$ cat src/rtl/wb_select_stage_pkg.sv
// rtl/wb_select_stage_pkg.sv - shared source indices and state encoding for the write-back select stage
//
// Purpose: constants and types shared by wb_select_stage and its encoder.
//   SRC_*       : canonical result-source slot indices on src_data/src_req.
//   wb_state_t  : control state of the stage (idle / waiting for data memory).
package wb_select_stage_pkg;

  localparam int SRC_PC   = 0;
  localparam int SRC_CALL = 1;
  localparam int SRC_ALU  = 2;
  localparam int SRC_LOAD = 3;

  typedef enum logic [0:0] {
    ST_IDLE      = 1'b0,
    ST_LOAD_WAIT = 1'b1
  } wb_state_t;

endpackage

$ cat src/rtl/wb_prio_encoder.sv
// rtl/wb_prio_encoder.sv - lowest-index-wins priority encoder for source requests
//
// Purpose: turn an NSRC-bit request vector into the index of the lowest set bit.
// Ports:
//   i_req : NSRC-bit request vector, bit 0 highest priority
//   o_idx : SELW-bit index of the lowest set bit (0 when none set)
//   o_any : 1 when at least one request bit is set
module wb_prio_encoder #(
  parameter int NSRC = 4,
  parameter int SELW = $clog2(NSRC)
) (
  input  logic [NSRC-1:0] i_req,
  output logic [SELW-1:0] o_idx,
  output logic            o_any
);

  // Scan from the top down so the lowest set index is the last one written.
  always_comb begin
    o_idx = '0;
    o_any = 1'b0;
    for (int i = NSRC - 1; i >= 0; i--) begin
      if (i_req[i]) begin
        o_idx = SELW'(i);
        o_any = 1'b1;
      end
    end
  end

endmodule

$ cat src/rtl/wb_select_stage.sv
// rtl/wb_select_stage.sv - MEM-to-WB result select with multi-cycle load completion
//
// Purpose: pick the write-back result among NSRC sources by fixed priority and
// register it, stalling upstream while a selected load waits for data memory.
// Ports:
//   clk, reset     : rising-edge clock, synchronous active-high reset
//   in_valid       : MEM-stage instruction present
//   src_req        : per-source request, bit 0 highest priority
//   src_data       : packed sources, slot i at [i*WIDTH +: WIDTH]
//   rd_in, we_in   : destination register and write enable of the instruction
//   mem_rdy        : data-memory output valid on slot LOAD_IDX
//   stall          : combinational hold request to MEM stage and upstream
//   wb_valid, wb_data, wb_rd, wb_we, wb_sel : registered write-back slot
module wb_select_stage
  import wb_select_stage_pkg::*;
#(
  parameter int WIDTH       = 32,
  parameter int NSRC        = 4,
  parameter int LOAD_IDX    = SRC_LOAD,
  parameter int DEFAULT_IDX = SRC_PC,
  parameter int SELW        = $clog2(NSRC)
) (
  input  logic                  clk,
  input  logic                  reset,
  input  logic                  in_valid,
  input  logic [NSRC-1:0]       src_req,
  input  logic [NSRC*WIDTH-1:0] src_data,
  input  logic [4:0]            rd_in,
  input  logic                  we_in,
  input  logic                  mem_rdy,
  output logic                  stall,
  output logic                  wb_valid,
  output logic [WIDTH-1:0]      wb_data,
  output logic [4:0]            wb_rd,
  output logic                  wb_we,
  output logic [SELW-1:0]       wb_sel
);

  localparam logic [SELW-1:0] L_LOAD_SEL    = SELW'(LOAD_IDX);
  localparam logic [SELW-1:0] L_DEFAULT_SEL = SELW'(DEFAULT_IDX);

  wb_state_t        r_state;
  logic [4:0]       r_pend_rd;
  logic             r_pend_we;
  logic             r_wb_valid;
  logic [WIDTH-1:0] r_wb_data;
  logic [4:0]       r_wb_rd;
  logic             r_wb_we;
  logic [SELW-1:0]  r_wb_sel;

  logic [SELW-1:0]  w_enc_idx;
  logic             w_enc_any;
  logic [SELW-1:0]  w_sel;
  logic [WIDTH-1:0] w_slots [NSRC];
  logic             w_load_wait_entry;

  wb_prio_encoder #(
    .NSRC (NSRC),
    .SELW (SELW)
  ) u_prio (
    .i_req (src_req),
    .o_idx (w_enc_idx),
    .o_any (w_enc_any)
  );

  // No request means the instruction writes back the PC path.
  assign w_sel = w_enc_any ? w_enc_idx : L_DEFAULT_SEL;

  for (genvar g = 0; g < NSRC; g++) begin : g_slot
    assign w_slots[g] = src_data[g*WIDTH +: WIDTH];
  end

  assign w_load_wait_entry = in_valid && (w_sel == L_LOAD_SEL) && !mem_rdy;

  // Reset wins so a half-finished load never holds the pipeline.
  assign stall = !reset && !mem_rdy &&
                 (r_state == ST_LOAD_WAIT ||
                  (r_state == ST_IDLE && in_valid && w_sel == L_LOAD_SEL));

  always_ff @(posedge clk) begin
    if (reset) begin
      r_state    <= ST_IDLE;
      r_pend_rd  <= '0;
      r_pend_we  <= 1'b0;
      r_wb_valid <= 1'b0;
      r_wb_data  <= '0;
      r_wb_rd    <= '0;
      r_wb_we    <= 1'b0;
      r_wb_sel   <= L_DEFAULT_SEL;
    end else begin
      case (r_state)
        ST_IDLE: begin
          if (!in_valid) begin
            r_wb_valid <= 1'b0;
            r_wb_we    <= 1'b0;
          end else if (w_load_wait_entry) begin
            // Destination is parked separately so wb_rd keeps its last value
            // while the write-back slot is empty.
            r_state    <= ST_LOAD_WAIT;
            r_pend_rd  <= rd_in;
            r_pend_we  <= we_in;
            r_wb_valid <= 1'b0;
            r_wb_we    <= 1'b0;
          end else begin
            r_wb_valid <= 1'b1;
            r_wb_data  <= w_slots[w_sel];
            r_wb_rd    <= rd_in;
            r_wb_we    <= we_in;
            r_wb_sel   <= w_sel;
          end
        end
        ST_LOAD_WAIT: begin
          if (mem_rdy) begin
            r_state    <= ST_IDLE;
            r_wb_valid <= 1'b1;
            r_wb_data  <= w_slots[LOAD_IDX];
            r_wb_rd    <= r_pend_rd;
            r_wb_we    <= r_pend_we;
            r_wb_sel   <= L_LOAD_SEL;
          end else begin
            r_wb_valid <= 1'b0;
            r_wb_we    <= 1'b0;
          end
        end
        default: begin
          r_state    <= ST_IDLE;
          r_wb_valid <= 1'b0;
          r_wb_we    <= 1'b0;
        end
      endcase
    end
  end

  assign wb_valid = r_wb_valid;
  assign wb_data  = r_wb_data;
  assign wb_rd    = r_wb_rd;
  assign wb_we    = r_wb_we;
  assign wb_sel   = r_wb_sel;

endmodule

$ cat config.mk
export PLATFORM = sky130hd
export DESIGN_NAME = wb_select_stage
export DESIGN_NICKNAME = d
export VERILOG_FILES = /design/src/rtl/wb_select_stage_pkg.sv /design/src/rtl/wb_prio_encoder.sv /design/src/rtl/wb_select_stage.sv
export SDC_FILE = /design/constraint.sdc
export NUM_CORES = 1
export LEC_CHECK = 0
export BUFFER_PORTS_ARGS = -buffer_cell sky130_fd_sc_hd__buf_2
export CORE_MARGIN = 1.5
export CORE_UTILIZATION = 41
export DETAILED_ROUTE_END_ITERATION = 10
export PLACE_DENSITY = 0.84
export RECOVER_POWER = 25
export SYNTH_ARGS = -nofsm -noshare
export SYNTH_HDL_FRONTEND = slang
export SYNTH_HIERARCHICAL = 1
export SYNTH_SLANG_ARGS = --single-unit
$ cat constraint.sdc
create_clock -name clk -period 1.7 [get_ports clk]
set_input_delay 0.085 -clock clk [delete_from_list [all_inputs] [get_ports clk]]
set_output_delay 0.085 -clock clk [all_outputs]
set_load 0.1 [all_outputs]
After elaboration in Yosys (flattened, before gate mapping)
Cells that the tools add are included.

word-level totals
  register bits = 48
  bits in latches = 0
  bits in writable memories = 0
  ROM bits = 0
  bits of input ports = 142
  output and inout bits = 42
  word-level logic and storage cells = 62
  memories kept = 0

operators by class
  $add $sub $neg = 0
  multipliers = 0
  div/mod/pow operators = 0
  $lt $le $gt $ge = 1
  eq/ne operators = 4
  shifts and indexed selects = 0
  multiplexer cells = 36
  bitwise logic cells = 2
  reduce and logical (&&, ||, !) cells = 11

operators with widths
  kind                                                       number
  2-to-1 mux 32 bit                                          5
  binary-select mux 32 bit (select 2 bit)                    1
  one-hot mux 32 bit (2 select lines)                        1
  2-to-1 mux 2 bit                                           8
  2-to-1 mux 5 bit                                           3
  2-to-1 mux 1 bit                                           13
  one-hot mux 5 bit (2 select lines)                         1
  logical AND 1 bit                                          6
  inequality test 2 bit (second input constant)              3
  one-hot mux 1 bit (2 select lines)                         3
  AND reduction 3 bit                                        2
  one-hot mux 2 bit (2 select lines)                         1
  greater-or-equal comparator 3 bit (second input constant)  1
  inverter 2 -> 3 bit                                        1
  equality test 2 bit (second input constant)                1
  logical NOT 1 bit                                          2
  logical OR 1 bit                                           1
  inverter 1 bit                                             1

Logic depth before layout (Yosys ltp)
Gate-level depths: netlist of run 1.

  word-level depth = 12
  depth in mapped cells = 9
  depth with buffers taken out = 6

Modules after synthesis
Netlist of run 1, hierarchy kept.

by module, submodules not included
  module           times used  cells an instance  area each (µm²)
  wb_select_stage  1           396                3,231.8
  wb_prio_encoder  1           7                  35.0

Least setup slack after synthesis of run 1
Ideal clock, no wire load.

  path type = input -> output
  start = input src_req[2]
  end = output stall
  arrival = 3.040 ns
  data required time = 1.615 ns
  setup slack = -1.425 ns
  stages on the path = 6
  path buffers = 2
  path through = nand2b_1 a21oi_2 buf_4 clkbuf_1 a41oi_1 nor3_1

between the ends
  cells in the longest elaborated chain, start to end = 8
  elaborated cells between the ends (all ways) = 11
  those cells by class = 1 x eq/ne; 7 x mux; 3 x reduce/logical

RTL lines
  element                         line                   source
  start: declaration              wb_select_stage.sv:26  input logic [NSRC-1:0] src_req,
  2-to-1 mux 2 bit (3 in series)  wb_prio_encoder.sv:22  if (i_req[i]) begin
  named net w_enc_idx[0]          wb_select_stage.sv:51  logic [SELW-1:0] w_enc_idx;
  2-to-1 mux 2 bit                wb_select_stage.sv:67  assign w_sel = w_enc_any ? w_enc_idx : L_DEFAULT_SEL;
  equality test 2 bit             wb_select_stage.sv:78  (r_state == ST_IDLE && in_valid && w_sel == L_LOAD_SEL));
  logical AND 1 bit               wb_select_stage.sv:78
  logical OR 1 bit                wb_select_stage.sv:77  (r_state == ST_LOAD_WAIT ||
  logical AND 1 bit               wb_select_stage.sv:76  assign stall = !reset && !mem_rdy &&
  end: declaration                wb_select_stage.sv:31  output logic stall,

The timed path passes the listed nets, and every way through them passes these cells.

Worst setup path in the final report of run 1
  start = register r_state
  end = output stall

between the ends
  cells in the longest elaborated chain, start to end = 5

RTL lines
  element                          line                    source
  start: declaration               wb_select_stage.sv:42   wb_state_t r_state;
  start signal: assignment         wb_select_stage.sv:82   r_state <= ST_IDLE;
  start signal: assignment         wb_select_stage.sv:99   r_state <= ST_LOAD_WAIT;
  start signal: assignment         wb_select_stage.sv:114  r_state <= ST_IDLE;
  inverter 1 bit (no line)         --
  logical AND 1 bit (2 in series)  wb_select_stage.sv:78
  logical OR 1 bit (*)             wb_select_stage.sv:77
  logical AND 1 bit (*)            wb_select_stage.sv:76

Mark *: on every way between the ends. The rest lies on a longest branch, timed or not.

==> results.md, run 1 <==
* Total power per unit cell area at ~770 nW/µm²
* Area taken by flip-flops and latches at 961 µm²
* Count of nets left with antenna violations after detail routing at 0
* Period minus WS final at 1590 ps
* Worst EP required at around 1600 ps
* Sequential share of power at a little over a third
* Syn Std Cell Area at 3270 µm²
* Setup CP Type: reg -> out
* Number of global-route vias before repair at between 3000 and 4000
* Worst Skew at 3.45 ps
* Area of the placeable core at 7730 µm²
* Maximum count of clock buffers along a single path at 2
* Most used flip-flop cell after synthesis: dfxtp_1
* Total Die Area at 8510 µm²
* Power dissipated by switching net loads at between 1 and 1.5 mW
* Top post-synthesis cells by area: dfxtp_1 29%, a21o_1 7.8%, o21ai_0 7.4%, nor3b_1 7.1%, nand4b_1 4.6%
* # port buffers at 183
* PnR Total Power at 3.52 mW
* Global-route usage over all layers at 26.6%
* Worst hold margin at 43.8 ps
* Cell-internal power at 2.08 mW
* Max-cap violation count at 0
* Largest net degree at the start of global routing at 40
* Number of nets produced by synthesis at 545
* DRC errors left at 0
* Initial DRC Count at 176
* Fill count at 709
* Max-slew violation count at 0
* RePlAce Congestion at 0.841
* Initial DRT Pass Iterations at 4
* Arrival time at the worst endpoint at 1510 ps
* Sequential cell area fraction in the yosys report at 29.4%
* Number of vias after detailed routing at 3968
* Worst-path clk slew at 90 ps
* HPWL Detailed at roughly 8 mm
* Die extent in x at 92.3 µm
* Global-route wire length before repair at between 15 and 20 mm
* Total CTS buffers at 5
* N_diodes at 0
* Path class of the lowest-slack min-delay path: in -> reg
* Number of synthesized flops with an enable pin at 0
* Yosys top cell area share at 29.4%
* Clock insertion delay at the later pin of the skew report at 300 ps
* Startpoint class of the critical path: flop
* Library cell occupying the most area in the post-synthesis netlist: dfxtp_1
* Most common cell after layout, fill and taps aside: buf_2
* Slew margin rel. at a little over three fifths
* Peak clock frequency supported by timing at 629 MHz
* Routed wire per std cell at about 16 µm
* Post-synthesis async set-or-reset flop share at 0%
* Clock tree root buffer cell: clkbuf_8
* CTS tree: built
* Unrepaired setup endpoints after global routing: false
* Vias per cell at 5.85
* Total of flip-flops plus latches after synthesis at 48
* Number of H-tree branching levels at 2
* Area growth from synthesis to layout at 40.0%
* Number of different library cells in the post-synthesis netlist at 38
* # nets final at 717
* Post-CTS sizing at 0
* Pin slew with the least headroom to its limit at 554 ps
* I/O pin count at 184
* Number of placement rows at 32
* Share of final-layout standard cells stronger than drive strength 1 at roughly two fifths
* Wirelength, routed at 11.1 mm
* Result of the run: finished clean
* Commonest cells after routing, fill and taps aside: 161 x buf_2, 48 x o21ai_0, 48 x dfxtp_1
* Power share of the combinational group at 41.0%
* Mean post-synth cell area at approximately 8.1 µm²
* Initial antenna violation count at 0
* Height of the die at 92.3 µm
* Yosys warning total at 6
* Clock share of power at between 20% and 30%
* Share of the cycle needed by the critical path after routing at 93.6%
* CP Capture Type: output port
* Area taken by multi-input logic gates at between 2000 and 2500 µm²
* Total leakage power at 2.17 nW
* Hold bufs inserted after CTS at 0
* Switching share of total power at 40.9%
* Post-synthesis cell count at a little over 400
* Sinks on Clock Net at between 40 and 50
* Post-CTS setup buffer count at 0
* Final global-route overflow total at 0
* Count of endpoints failing setup in the final report at 0
* Initial core utilization at 42.3%
* Max IR drop VDD at 0.359 mV
* Hold Vio Cnt, Final at 0
* Worst-path maximum fanout at 8
## cells by family (layout without fill, tap and decap cells)
logic type,count (synthesis),count (layout),synth area share (%)
buffers and inverters,53,226,7.28
AO/OA/AOI/OAI,191,191,41.0
multiplexers,11,11,3.37
AND/OR/NAND/NOR,100,100,18.9
flip-flops,48,48,29.4
## registers in the layout, summed over array words and instances (netlist names)
| register | flops |
|---|---|
| wb_rd | 5 |
| wb_valid | 1 |
| wb_we | 1 |
| wb_data | 32 |
| r_state | 1 |
| r_pend_rd | 5 |
| r_pend_we | 1 |
| wb_sel | 2 |
## final cells by class
type	count	share of cell area, %
Timing Repair Buffer	215	27.0
Multi-Input combinational cell	302	46.5
Inverter	3	0.246
Tap cell	102	2.79
Clock inverter	3	0.930
Clock buffer	5	1.50
Sequential cell	48	21.0
## power by group through the flow
stage                     Combinational (mW)  Sequential [mW]  Clock [mW]
after floorplan                        0.448             1.86           0
after global placement                  1.41             1.27           0
after detailed placement                1.44             1.27           0
after CTS                               1.44             1.25       0.852
after global routing                    1.53             1.26       0.913
final                                   1.45             1.25       0.829
## metal layers
layer  part of all wire, %  track usage, %  vias up
li1                      -               -     1917
met1                    40            31.0     1811
met2                    50            48.2      223
met3                   8.3            5.47       17
met4                   2.1            8.59        0
met5                     0               0        -
## final timing paths
| check | endpoint | start | cells past startpoint | slack (ps) |
|---|---|---|---|---|
| setup / recovery | stall | r_state$_SDFF_PP0_ | 4 | 110 |
| hold / removal | r_pend_rd[3]$_SDFFE_PP0P_ | rd_in[3] | 3 | 40 |
| setup reg to reg | wb_data[23]$_SDFFE_PP0P_ | r_state$_SDFF_PP0_ | 6 | 140 |
| hold reg to reg | wb_sel[0]$_SDFFE_PP0P_ | wb_sel[0]$_SDFFE_PP0P_ | 2 | 460 |
## worst max-delay path: stages (launching register included)
cell and delay, ps:
dfxtp_1 490, buf_4 210, a41oi_4 40, nor3_4 260, buf_12 200
## per-stage QoR
stage          setup slack (ps)  util (%)  instance area (µm²)  cells  setup TNS, ps
2_1_floorplan              7.52         -                 3340    403              0
3_3_place_gp              -20.0      57.7                 4460    670          -95.7
3_5_place_dp              -68.8      57.7                 4460    670           -377
4_1_cts                    71.3      59.1                 4570    678              0
5_1_grt                    9.25      59.2                 4570    678              0
6_report                    109      59.2                 4570    678              0
## cell usage after synthesis, types with 3 or more instances
cell,instances
nor2_1,30
a21oi_1,4
a21o_1,34
dfxtp_1,48
buf_2,13
nand4b_1,17
clkbuf_1,29
nor3_1,5
buf_1,3
a2bb2oi_1,14
nor3b_1,31
nand2_1,7
mux2i_1,11
a21boi_0,14
a22oi_1,14
a211oi_1,5
buf_4,4
o22ai_1,3
o221ai_1,17
o21ai_0,48
a31oi_1,18
a311oi_1,15
(Power assumes the default switching activity.)
==> run 2, diff against run 1 <==
- CORE_MARGIN: 1.5 -> not set
==> run 2 against run 1 <==
Non-clock buffer count is the same. Sequential power hardly changed. Sequential share of layout area stayed put. Sequential cell count stayed put. Critical path type is now in -> out. Via count is 1.4% higher. Largest cell class unchanged. Critical path depth increased by 4. Clock skew grew 5.4 ps. Die area shrank 2.2%. Clock power about the same. Clock-buffer cell count unchanged.
==> results.md, run 2 (synthesis results as in run 1) <==
* Total Die Area at 8330 µm² (-2.2%)
* Area taken by multi-input logic gates at 2120 µm² (-0.18%)
* # port buffers at 183 (unchanged)
* Number of placement rows at 32 (unchanged)
* Global-route usage over all layers at 26.1% (-0.50 points)
* N_diodes at 0 (unchanged)
* Cell area after placement at 4460 µm² (unchanged)
* Vias per cell at 5.94 (+1.4%)
* Max-cap violation count at 0 (unchanged)
* Max-slew violation count at 0 (unchanged)
* Largest net degree at the start of global routing at 41 (+2.5%)
* Total CTS buffers at 5 (unchanged)
* Worst EP required at 1620 ps (about the same)
* Setup CP Type: in -> out
* Initial core utilization at 42.3% (unchanged)
* Share of the cycle needed by the critical path after routing at 94.5% (+0.95 points)
* Final global-route overflow total at 0 (unchanged)
* Number of global-route vias before repair at 3843 (-2.1%)
* Height of the die at 91.3 µm (-1.1%)
* Number of H-tree branching levels at 2 (unchanged)
* Max reg flops at 32 (unchanged)
* Count of nets left with antenna violations after detail routing at 0 (unchanged)
* Area taken by flip-flops and latches at 961 µm² (unchanged)
* RePlAce Congestion at 0.883 (+5.0%)
* Most common cell after layout, fill and taps aside: buf_2
* Hold Vio Cnt, Final at 0 (unchanged)
* Area of the placeable core at 7730 µm² (unchanged)
* Path class of the lowest-slack min-delay path: in -> reg
* PnR Total Power at 3.53 mW (+0.16%)
* Routed wire per std cell at 16.2 µm (-1.3%)
* Global-route wire length before repair at 17.7 mm (-3.8%)
* Initial antenna violation count at 0 (unchanged)
* Sinks on Clock Net at 48 (unchanged)
* Fin area at 4570 µm² (unchanged)
* Count of endpoints failing setup in the final report at 0 (unchanged)
* Period minus WS final at 1610 ps (+16.1 ps)
* Share of final-layout standard cells stronger than drive strength 1 at 40.3% (+0.17 points)
* Pin slew with the least headroom to its limit at 566 ps (+12.4 ps)
* Arrival time at the worst endpoint at 1520 ps (about the same)
* Worst-path maximum fanout at 20 (+12)
* Startpoint class of the critical path: input port
* Worst Skew at 8.87 ps (+5.42 ps)
* Worst-path clk slew at 100 ps (about the same)
* Wirelength, routed at 11.0 mm (-1.3%)
* CP Capture Type: output port
* I/O pin count at 184 (unchanged)
* Initial DRC Count at 147 (-16%)
* Slew margin rel. at 62.4% (-0.67 points)
* Area growth from synthesis to layout at 40.0% (unchanged)
* Unrepaired setup endpoints after global routing: false
* CTS tree: built
* Result of the run: finished clean
* Clock tree root buffer cell: clkbuf_8
* Number of vias after detailed routing at 4024 (+1.4%)
* Max IR drop VDD at 0.368 mV (+2.3%)
* Clock insertion delay at the later pin of the skew report at 300 ps (about the same)
* HPWL Detailed at 8.29 mm (+0.68%)
* Total power per unit cell area at 772 nW/µm² (+0.16%)
* Peak clock frequency supported by timing at 622 MHz (-1.0%)
* # nets final at 717 (unchanged)
* Initial DRT Pass Iterations at 7 (+3)
* Hold bufs inserted after CTS at 0 (unchanged)
* Die extent in x at 91.3 µm (-1.1%)
* DRC errors left at 0 (unchanged)
* Commonest cells after routing, fill and taps aside: 161 x buf_2, 48 x o21ai_0, 48 x dfxtp_1
* Maximum count of clock buffers along a single path at 2 (unchanged)
* Total leakage power at 2.17 nW (about the same)
* Fill count at 708 (-0.14%)
-- run 2: layout make-up --
cell class	instances	area share, %
multi-input cells	302	46.5
repair buffers	215	27.1
flip-flops and latches	48	21.0
well taps	102	2.79
clock buffers	5	1.50
clock inverters	3	0.930
inverters	3	0.246
-- run 2: routing by layer --
| metal | track usage (%) | part of all wire [%] | vias to the layer above | wire [µm] |
|---|---|---|---|---|
| li1 | - | - | 1917 | - |
| met1 | 29.5 | 41 | 1897 | 4550 |
| met2 | 48.5 | 50 | 190 | 5550 |
| met3 | 5.11 | 6.6 | 20 | 726 |
| met4 | 8.99 | 1.6 | 0 | 176 |
| met5 | 0 | 0 | - | 0 |
-- run 2: timing repair --
action	4_1_cts	5_1_grt
cloned	0	0
resized for setup	1	1
setup endpoints to repair	1	1
buffers inserted	0	0
-- run 2: metrics by stage --
step	util, %	setup slack [ps]	setup TNS [ps]	cells	hold slack [ps]
3_3_place_gp	57.7	2.42	0	670	338
2_1_floorplan	-	7.52	0	403	164
6_report	59.2	92.9	0	678	29.8
5_1_grt	59.2	40.0	0	678	27.3
4_1_cts	59.1	34.2	0	678	25.5
3_5_place_dp	57.7	-91.9	-980	670	349
-- run 2: path summary, 6_finish.rpt --
path,slack (ps),start,end,cells past startpoint
min,30,rd_in[2],r_pend_rd[2]$_SDFFE_PP0P_,3
max reg2reg,160,r_state$_SDFF_PP0_,wb_data[16]$_SDFFE_PP0P_,6
max,90,src_req[2],stall,8
min reg2reg,500,wb_sel[0]$_SDFFE_PP0P_,wb_sel[0]$_SDFFE_PP0P_,2
-- run 2: critical path: stages --
cell and delay [ps]:
buf_2 110, nand2b_4 140, a21oi_4 190, buf_4 170
buf_6 190, a41oi_4 150, nor3_4 260, buf_12 200
-- run 2: report_power, final --
group          switching [mW]  internal, mW  leakage, nW
clock                   0.394         0.436       0.0541
combinational            1.00         0.442         1.72
sequential             0.0434          1.21        0.396
total                    1.44          2.09         2.17
==> run 3, diff against run 2 <==
- CORE_UTILIZATION: 41 -> 40
- PLACE_DENSITY: 0.84 -> 0.78
- SYNTH_HIERARCHICAL: 1 -> not set
==> run 3 against run 2 <==
Clock-buffer cell count unchanged. Clock skew up 3.1 ps. Synthesized area down 5.4%. Utilization down 0.64 points. Sequential share of layout area up 1.3 points. Die area down 2.9%. Clock power up 37%. Critical path depth down 4. First-iteration DRC count down 11%. Global-route usage down 0.75 points. Maximum frequency up 2.0%. Register-to-register slack about the same. Critical endpoint unchanged.
==> results.md, run 3 <==
* Total Die Area at 8080 µm² (-2.9%)
* Switching share of total power at 36.8% (-4.1 points)
* Sequential share of power at 33.8% (-1.7 points)
* Die extent in x at 89.9 µm (-1.5%)
* Arrival time at the worst endpoint at 1490 ps (-30 ps)
* Top post-synthesis cells by area: dfxtp_1 31%, a221oi_2 6.3%, nor2_1 5.7%, a211oi_2 5.3%, a221oi_1 5.1%
* Number of synthesized flops with an enable pin at 0 (unchanged)
* Power share of the combinational group at 35.2% (-5.8 points)
* Path class of the lowest-slack min-delay path: in -> reg
* Post-CTS setup buffer count at 0 (unchanged)
* Internal reg-to-reg setup slack at 170 ps (about the same)
* HPWL Detailed at 7.67 mm (-7.5%)
* Max IR drop VDD at 0.367 mV (-0.16%)
* Power dissipated by switching net loads at 1.35 mW (-6.3%)
* Number of H-tree branching levels at 2 (unchanged)
* Most common cell in the synthesized netlist: dfxtp_1
* Largest net degree at the start of global routing at 40 (-2.4%)
* Period minus WS final at 1580 ps (-31.5 ps)
* Total power per unit cell area at 851 nW/µm² (+10%)
* Total CTS buffers at 5 (unchanged)
* Routed wire per std cell at 16.7 µm (+2.7%)
* Start point of the worst min-delay path: rd_in[3]
* RePlAce Congestion at 0.810 (-8.3%)
* Reg-to-reg startpoint: r_state$_SDFF_PP0_
* CP peak stage delay at 420 ps (+160 ps)
* Yosys warning total at 0 (-6)
* Worst reg2reg path endpoint: wb_rd[2]$_SDFFE_PP0P_
* Final core occ at 58.5% (-0.64 points)
* Hold bufs inserted after CTS at 0 (unchanged)
* Number of global-route vias before repair at 3516 (-8.5%)
* Height of the die at 89.9 µm (-1.5%)
* I/O pin count at 184 (unchanged)
* Worst-path maximum fanout at 9 (-55%)
* Pin slew with the least headroom to its limit at 589 ps (+23.1 ps)
* Pre-CTS setup slack at 60.0 ps (+152 ps)
* # nets final at 650 (-9.3%)
* Number of buffer and inverter stages on the critical path at 2 (-2)
* Number of nets produced by synthesis at 482 (-12%)
* Hold Path Depth at 3 (unchanged)
* Final global-route overflow total at 0 (unchanged)
* Number of different library cells in the post-synthesis netlist at 37 (-2.6%)
* Result of the run: finished clean
* Unrepaired setup endpoints after global routing: false
* Number of placement rows at 31 (-3.1%)
* Setup CP Type: reg -> out
* Number of vias after detailed routing at 3484 (-13%)
* Peak clock frequency supported by timing at 635 MHz (+2.0%)
* Top cell family by delay on the critical path: flip-flops
* Cell-internal power at 2.32 mW (+11%)
* Post-CTS sizing at 1 (unchanged)
* CP Capture Type: output port
* Vias per cell at 5.73 (-3.5%)
* Smallest setup slack after layout at 124 ps (+31.5 ps)
* Most used flip-flop cell after synthesis: dfxtp_1
* Critical path, cell by cell: buf_4, a21oi_1, nor3_4, buf_12
* DRC errors left at 0 (unchanged)
* Initial core utilization at 42.0% (-0.32 points)
* Worst reg-to-reg path cell count at 4 (-2)
* Hold Path End: r_pend_rd[3]$_SDFFE_PP0P_
* Worst Skew at 12.0 ps (+3.14 ps)
* Clock tree root buffer cell: clkbuf_8
* Max reg flops at 32 (unchanged)
* Most common cell after layout, fill and taps aside: buf_2
* Post-synthesis cell count at 340 (-16%)
* Startpoint class of the critical path: flop
* Count of nets left with antenna violations after detail routing at 0 (unchanged)
* Area growth from synthesis to layout at 39.5%
* Yosys top cell area share at 31.1% (+1.7 points)
* Commonest cells after routing, fill and taps aside: 162 x buf_2, 47 x dfxtp_1, 46 x nor2_1
* Count of endpoints failing setup in the final report at 0 (unchanged)
* Sequential cell area fraction in the yosys report at 31.1% (+1.7 points)
* Wirelength, routed at 10.1 mm (-7.9%)
* Global-route wire length before repair at 17.0 mm (-4.0%)
* Initial DRT Pass Iterations at 4 (-3)
* Post-synthesis async set-or-reset flop share at 0% (unchanged)
* Maximum count of clock buffers along a single path at 2 (unchanged)
* Max stage delay cell, worst path: dfxtp_2
* Max-slew violation count at 0 (unchanged)
* Library cell occupying the most area in the post-synthesis netlist: dfxtp_1
* Initial DRC Count at 131 (-11%)
* Initial antenna violation count at 0 (unchanged)
* Mean post-synth cell area at 9.09 µm² (+12%)
* Slew margin rel. at 60.7% (-1.7 points)
* Clock insertion delay at the later pin of the skew report at 300 ps (about the same)
* Setup total negative slack at 0 ps (unchanged)
* Max-cap violation count at 0 (unchanged)
* Total of flip-flops plus latches after synthesis at 48 (unchanged)
* Total leakage power at 2.06 nW (-5.2%)
* Post-synth top cells: 48 x dfxtp_1, 47 x nor2_1, 29 x clkbuf_1, 20 x and3_1, 20 x o211ai_1
* Area of the placeable core at 7370 µm² (-4.6%)
* Syn Std Cell Area at 3090 µm² (-5.4%)
* CTS tree: built
* Sinks on Clock Net at 48 (unchanged)
* Share of the cycle needed by the critical path after routing at 92.7% (-1.9 points)
* Clock share of power at 31.0% (+7.5 points)
* Worst EP required at 1620 ps (about the same)
* # port buffers at 183 (unchanged)
* Worst-path clk slew at 90 ps (about the same)
* Global-route usage over all layers at 25.4% (-0.75 points)
* Share of final-layout standard cells stronger than drive strength 1 at 48.7% (+8.4 points)
* Hold Vio Cnt, Final at 0 (unchanged)
* N_diodes at 0 (unchanged)
run 3: stage by stage:
stage | instances | instance area (µm²) | hold WS [ps] | power (mW)
after global placement | 600 | 4150 | 344 | 2.54
final | 608 | 4310 | 44.8 | 3.67
after CTS | 608 | 4310 | 38.0 | 3.70
after global routing | 608 | 4310 | 43.6 | 3.81
after detailed placement | 600 | 4150 | 351 | 2.56
after floorplan | 340 | 3110 | 232 | 2.20
run 3: logic make-up after synthesis:
family | share of synthesized area (%)
buffers and inverters | 7.81
AOI/OAI and AO/OA | 41.4
muxes | 3.93
and+or+nand+nor | 15.8
DFF | 31.1
run 3: power by group through the flow:
stage	Clock, mW	Sequential, mW	Combinational [mW]
global placement	0	1.26	1.27
finish	1.14	1.24	1.29
detailed placement	0	1.26	1.30
floorplan	0	1.80	0.403
global route	1.20	1.25	1.37
CTS	1.16	1.24	1.30
run 3: worst max-delay path by stage:
stage,startpoint,endpoint,slack (ps),depth (start not counted)
final,r_state$_SDFF_PP0_,stall,120,4
after global routing,r_state$_SDFF_PP0_,stall,40,4
after CTS,r_state$_SDFF_PP0_,stall,100,4
after detailed placement,src_req[1],wb_data[2]$_SDFFE_PP0P_,60,6
after global placement,src_req[1],wb_data[9]$_SDFFE_PP0P_,120,6
after floorplan,r_state$_SDFF_PP0_,stall,30,4
run 3: worst min-delay path: stages:
cell	delay [ps]
buf_2	90
mux2i_1	60
nor2_1	80
run 3: metal layers:
metal  vias to the layer above  share of wire (%)  track usage, %
met5                         -                  0               0
met4                         0                1.3            5.91
met3                        14                9.0            6.01
met2                       197                 50            45.3
met1                      1610                 40            30.7
li1                       1663                  -               -
run 3: cell type report:
type,count,area [µm²]
Inverter,2,7.51
Tap cell,99,124
Fill cell,648,3060
Multi-Input combinational cell,248,1920
Timing Repair Buffer,203,1140
Clock buffer,5,68.8
Clock inverter,3,90.1
Sequential cell,48,962
